**src/rtl/mem_stage_access.sv**
```systemverilog
// MEM stage of the 16-bit pipelined CPU: issues loads/stores over a req/ack data-memory port,
// stalls upstream while an access is outstanding and registers the MEM/WB payload.
module mem_stage_access #(
    parameter int unsigned WORD_SIZE = 16,
    parameter int unsigned TIMEOUT   = 255
) (
    input  logic                 clk,
    input  logic                 reset,
    input  logic [WORD_SIZE-1:0] ALU_Result_in,
    input  logic [WORD_SIZE-1:0] r_data2_in,
    input  logic [1:0]           rd_in,
    input  logic                 MemRead_in,
    input  logic                 MemWrite_in,
    input  logic                 RegWrite_in,
    input  logic                 MemtoReg_in,
    input  logic                 is_wwd_in,
    output logic                 stall_out,
    output logic                 d_req,
    output logic                 d_we,
    output logic [WORD_SIZE-1:0] d_addr,
    output logic [WORD_SIZE-1:0] d_wdata,
    input  logic [WORD_SIZE-1:0] d_rdata,
    input  logic                 d_ack,
    output logic [WORD_SIZE-1:0] mem_rdata_out,
    output logic [WORD_SIZE-1:0] ALU_Result_out,
    output logic [1:0]           rd_out,
    output logic                 RegWrite_out,
    output logic                 MemtoReg_out,
    output logic                 is_wwd_out,
    output logic                 mem_err
);

    localparam int unsigned CNT_W = $clog2(TIMEOUT + 1);

    typedef enum logic {IDLE, ACCESS} state_t;

    state_t               state_q, state_d;
    logic [CNT_W-1:0]     cnt_q, cnt_d;
    logic                 d_req_q, d_req_d;
    logic                 d_we_q, d_we_d;
    logic [WORD_SIZE-1:0] d_addr_q, d_addr_d;
    logic [WORD_SIZE-1:0] d_wdata_q, d_wdata_d;
    logic [WORD_SIZE-1:0] rdata_q, rdata_d;
    logic [WORD_SIZE-1:0] alu_q, alu_d;
    logic [1:0]           rd_q, rd_d;
    logic                 rw_q, rw_d;
    logic                 m2r_q, m2r_d;
    logic                 wwd_q, wwd_d;
    logic                 err_q, err_d;

    logic memop;
    logic at_limit;

    assign memop    = MemRead_in | MemWrite_in;
    assign at_limit = (cnt_q == CNT_W'(TIMEOUT));

    // State register
    always_ff @(posedge clk or posedge reset) begin
        if (reset) begin
            state_q <= IDLE;
        end else begin
            state_q <= state_d;
        end
    end

    // Next-state logic; an ack wins over a simultaneous timeout
    always_comb begin
        state_d = state_q;
        case (state_q)
            IDLE:    if (memop) state_d = ACCESS;
            ACCESS:  if (d_ack || at_limit) state_d = IDLE;
            default: state_d = IDLE;
        endcase
    end

    // Output/next-value logic for the memory port and MEM/WB payload
    always_comb begin
        stall_out = 1'b0;
        cnt_d     = cnt_q;
        d_req_d   = d_req_q;
        d_we_d    = d_we_q;
        d_addr_d  = d_addr_q;
        d_wdata_d = d_wdata_q;
        rdata_d   = rdata_q;
        alu_d     = alu_q;
        rd_d      = rd_q;
        rw_d      = rw_q;
        m2r_d     = m2r_q;
        wwd_d     = wwd_q;
        err_d     = err_q;
        case (state_q)
            IDLE: begin
                if (memop) begin
                    stall_out = 1'b1;
                    cnt_d     = '0;
                    d_req_d   = 1'b1;
                    d_we_d    = MemWrite_in;
                    d_addr_d  = ALU_Result_in;
                    d_wdata_d = r_data2_in;
                    rw_d      = 1'b0;
                    m2r_d     = 1'b0;
                    wwd_d     = 1'b0;
                end else begin
                    rdata_d = '0;
                    alu_d   = ALU_Result_in;
                    rd_d    = rd_in;
                    rw_d    = RegWrite_in;
                    m2r_d   = MemtoReg_in;
                    wwd_d   = is_wwd_in;
                end
            end
            ACCESS: begin
                stall_out = ~d_ack & ~at_limit;
                if (d_ack || at_limit) begin
                    // EX/MEM was held by the stall, so its values still belong to this access
                    cnt_d   = '0;
                    d_req_d = 1'b0;
                    alu_d   = ALU_Result_in;
                    rd_d    = rd_in;
                    m2r_d   = MemtoReg_in;
                    wwd_d   = is_wwd_in;
                    if (d_ack) begin
                        rdata_d = d_we_q ? '0 : d_rdata;
                        rw_d    = RegWrite_in;
                    end else begin
                        rdata_d = {WORD_SIZE{1'b1}};
                        rw_d    = 1'b0;
                        err_d   = 1'b1;
                    end
                end else begin
                    cnt_d = cnt_q + CNT_W'(1);
                    rw_d  = 1'b0;
                    m2r_d = 1'b0;
                    wwd_d = 1'b0;
                end
            end
            default: ;
        endcase
    end

    // Registered datapath
    always_ff @(posedge clk or posedge reset) begin
        if (reset) begin
            cnt_q     <= '0;
            d_req_q   <= 1'b0;
            d_we_q    <= 1'b0;
            d_addr_q  <= '0;
            d_wdata_q <= '0;
            rdata_q   <= '0;
            alu_q     <= '0;
            rd_q      <= '0;
            rw_q      <= 1'b0;
            m2r_q     <= 1'b0;
            wwd_q     <= 1'b0;
            err_q     <= 1'b0;
        end else begin
            cnt_q     <= cnt_d;
            d_req_q   <= d_req_d;
            d_we_q    <= d_we_d;
            d_addr_q  <= d_addr_d;
            d_wdata_q <= d_wdata_d;
            rdata_q   <= rdata_d;
            alu_q     <= alu_d;
            rd_q      <= rd_d;
            rw_q      <= rw_d;
            m2r_q     <= m2r_d;
            wwd_q     <= wwd_d;
            err_q     <= err_d;
        end
    end

    assign d_req          = d_req_q;
    assign d_we           = d_we_q;
    assign d_addr         = d_addr_q;
    assign d_wdata        = d_wdata_q;
    assign mem_rdata_out  = rdata_q;
    assign ALU_Result_out = alu_q;
    assign rd_out         = rd_q;
    assign RegWrite_out   = rw_q;
    assign MemtoReg_out   = m2r_q;
    assign is_wwd_out     = wwd_q;
    assign mem_err        = err_q;

endmodule
```
**config.mk**
```make
export PLATFORM = sky130hd
export DESIGN_NAME = mem_stage_access
export DESIGN_NICKNAME = d
export VERILOG_FILES = /design/src/rtl/mem_stage_access.sv
export SDC_FILE = /design/constraint.sdc
export NUM_CORES = 1
export LEC_CHECK = 0
export ABC_AREA = 1
export CORE_MARGIN = 3
export CORE_UTILIZATION = 40
export CTS_CLUSTER_DIAMETER = 150
export CTS_CLUSTER_SIZE = 20
export DETAILED_ROUTE_END_ITERATION = 12
export GPL_ROUTABILITY_DRIVEN = 0
export HOLD_SLACK_MARGIN = 0.12
export PLACE_DENSITY = 0.84
export SETUP_SLACK_MARGIN = 0.1
export SLEW_MARGIN = 20
export SYNTH_ARGS = -nofsm -noshare
export SYNTH_HDL_FRONTEND = slang
export SYNTH_SLANG_ARGS = --single-unit
export TNS_END_PERCENT = 20
```
**constraint.sdc**
```tcl
create_clock -name clk -period 2.65 [get_ports clk]
set_clock_uncertainty 0.05 [all_clocks]
set_input_delay 0.3975 -clock clk [delete_from_list [all_inputs] [get_ports clk]]
set_output_delay 0.3975 -clock clk [all_outputs]
set_load 0.005 [all_outputs]
```
==> flow_summary.json <==
{
  "status": "completed",
  "fin_crit_sh": 0.904,
  "cts_tree": "done",
  "slowest_stage": "clkdlybuf4s50_1",
  "synth_area_per_cell_sq_um": 8.37,
  "fmax_mhz": 417,
  "drc": 0,
  "die_height_um": 98.7,
  "grt_pass1_wl_um": 15100,
  "path_cells": "ha_1 > nand2_1 > nor2_1 > nand2_2 > nand2_4 > nand2_4 > clkdlybuf4s50_1",
  "dieArea_sq_um": 9750,
  "drive_above_1_share": 0.0571,
  "antenna_found_initial": 0,
  "cts_inserted_buffers": 9,
  "ys_async_sr_fraction": 1.00,
  "max_cap_violations": 0,
  "critical_path_class": "flop to output port",
  "area_growth_pct": 46.3,
  "worst_setup_path_start_kind": "flop",
  "grt_max_degree": 63,
  "htreeDepth": 3,
  "layout_common_cells": "nand2_1, clkdlybuf4s50_1, dfrtp_1",
  "clk_path_buf_depth": 2,
  "stdcell_count": 648,
  "grt_pass1_vias": 3173,
  "synthCells": 411,
  "worst-path-max-fanout": 6,
  "std_cell_rows": 33,
  "clk_pin_slew_worst_paths_ps": 80,
  "netlist_area_sq_um": 3440,
  "io_buffers": 130,
  "cts_resized": 0,
  "grt.overflow.total": 0,
  "cp.arrival_ps": 1950,
  "period_minus_slack_ps": 2400,
  "ys.flop_type": "dfrtp_1",
  "cts_num_sinks": 81,
  "powerDensity_nw_per_um2": 884,
  "cpMostUsedCell": "nand2_4",
  "path_delay_family": "buffers and inverters",
  "ant_nets": 0,
  "worst_pin_slew_ps": 669,
  "path_buf_inv": 1,
  "ir_worst_vdd_mv": 0.455,
  "die_w_um": 98.7,
  "hold_violations": 0,
  "cpPeakStageDelay_ps": 510,
  "min_path_type": "input pin to async pin",
  "dp_hpwl_um": 6340,
  "ys_ff_latch": 81,
  "synth_cell_types": 22,
  "cts_root_buf": "clkbuf_8",
  "dr.pass1.iters": 5,
  "drt_wl_total_um": 8970,
  "dp.cells": 632,
  "diodes": 0,
  "rr_startpoint": "cnt_q[0]",
  "drtIter0Drc": 124,
  "synth_warnings": 0,
  "initial_core_util": 0.415,
  "p_leak_nw": 2.45,
  "cts_setup_buffers": 0,
  "track_usage": 0.193,
  "cp-end-kind": "output port",
  "setup_tns_ps": 0,
  "max_slew_margin": 0.554,
  "critPathLaunch": "cnt_q[0]",
  "finalNetCount": 597,
  "cp.required_ps": 2200,
  "route.vias.total": 3101,
  "rsz0062_at_grt": "false",
  "core-area_sq_um": 8300,
  "synth_nets": 470,
  "synth_edf_count": 0,
  "top_level_ports": 131,
  "wl_per_cell_um": 13.8,
  "via_per_inst": 4.79,
  "holdBufCountCts": 0,
  "slew_viol_final": 0,
  "setup_viol": 0,
  "layout_commonest_cell": "nand2_1",
  "synth.yosys.seq_area_share": 0.589,
  "clock_latency_ps": 340
}
[layout make-up]
cell class                      count  area (sq um)
Timing Repair Buffer              136          1360
Sequential cell                    81          2030
Tap cell                          105           131
Fill cell                         718          3270
Clock buffer                       10           128
Inverter                           14          53.8
Clock inverter                      6          90.1
Multi-Input combinational cell    296          1240
[registers in the layout, indices dropped and copies added (netlist names)]
signal,cells
ALU_Result_out,16
MemtoReg_out,1
RegWrite_out,1
cnt_q,8
d_addr,16
d_req,1
d_wdata,16
d_we,1
is_wwd_out,1
mem_err,1
mem_rdata_out,16
rd_out,2
state_q,1
[final timing paths]
path / slack [ps] / to / depth (start not counted)
setup / recovery: 250 / stall_out / 7
hold / removal: 420 / mem_rdata_out[1] / 2
setup reg to reg: 790 / cnt_q[5] / 9
hold reg to reg: 420 / d_wdata[5] / 2
max in group asynchronous: 1470 / mem_rdata_out[6] / 3
min in group clk: 420 / d_wdata[5] / 2
[synthesized netlist by cell type (2+ instances only)]
library cell	n	share of area
nor2_1	9	0.0098
nand2_4	2	0.0065
buf_2	9	0.013
inv_1	11	0.012
buf_6	3	0.0098
a21oi_1	12	0.017
o21bai_1	2	0.0044
o21ai_0	5	0.0073
dfrtp_1	81	0.59
nand3_1	38	0.055
nor2_2	2	0.0036
inv_2	2	0.0022
nor2_4	2	0.0065
nand2_1	219	0.24
buf_4	2	0.0044
clkbuf_1	6	0.0065
[stage by stage]
stage	total power [mW]	hold slack, ps	worst slack, ps	area (sq um)	utilization
after global placement	3.45	403	518	4820	0.580
after global routing	4.77	444	165	5030	0.607
after CTS	4.51	427	242	5030	0.607
final	4.45	419	253	5030	0.607
after detailed placement	3.51	407	476	4820	0.580
after floorplan	2.48	415	122	3440	-
[where the power goes]
| part | internal, mW | switching (mW) | leakage (nW) |
|---|---|---|---|
| clock network | 0.535 | 0.455 | 0.107 |
| registers | 1.61 | 0.229 | 1.01 |
| logic | 0.911 | 0.705 | 1.33 |
| total | 3.06 | 1.39 | 2.45 |
[cell families (layout without fill, tap and decap cells)]
group | after synthesis | after routing | synth area share
AOI/OAI and AO/OA | 20 | 20 | 0.0305
xor gates and xnor gates | 2 | 2 | 0.00509
adders and majority gates | 1 | 1 | 0.00364
buffers and inverters | 34 | 166 | 0.0491
DFF | 81 | 81 | 0.589
and+or+nand+nor | 273 | 273 | 0.323
[worst register-to-register path, stage by stage, from the launching register on]
cell and delay [ps]:
dfrtp_1 460, ha_1 240, nand2_1 70, nor2_1 130, nand2_2 110, nand2_4 80
buf_4 330, inv_1 140, nand2_1 90, nand2_1 50
[routing by layer]
layer / GRT usage / wire length, um / vias up
li1: - / - / 1521
met1: 0.239 / 3810 / 1479
met2: 0.325 / 4510 / 92
met3: 0.0502 / 502 / 9
met4: 0.0683 / 145 / 0
met5: 0 / 0 / -
Power figures use the tool's default switching activity.
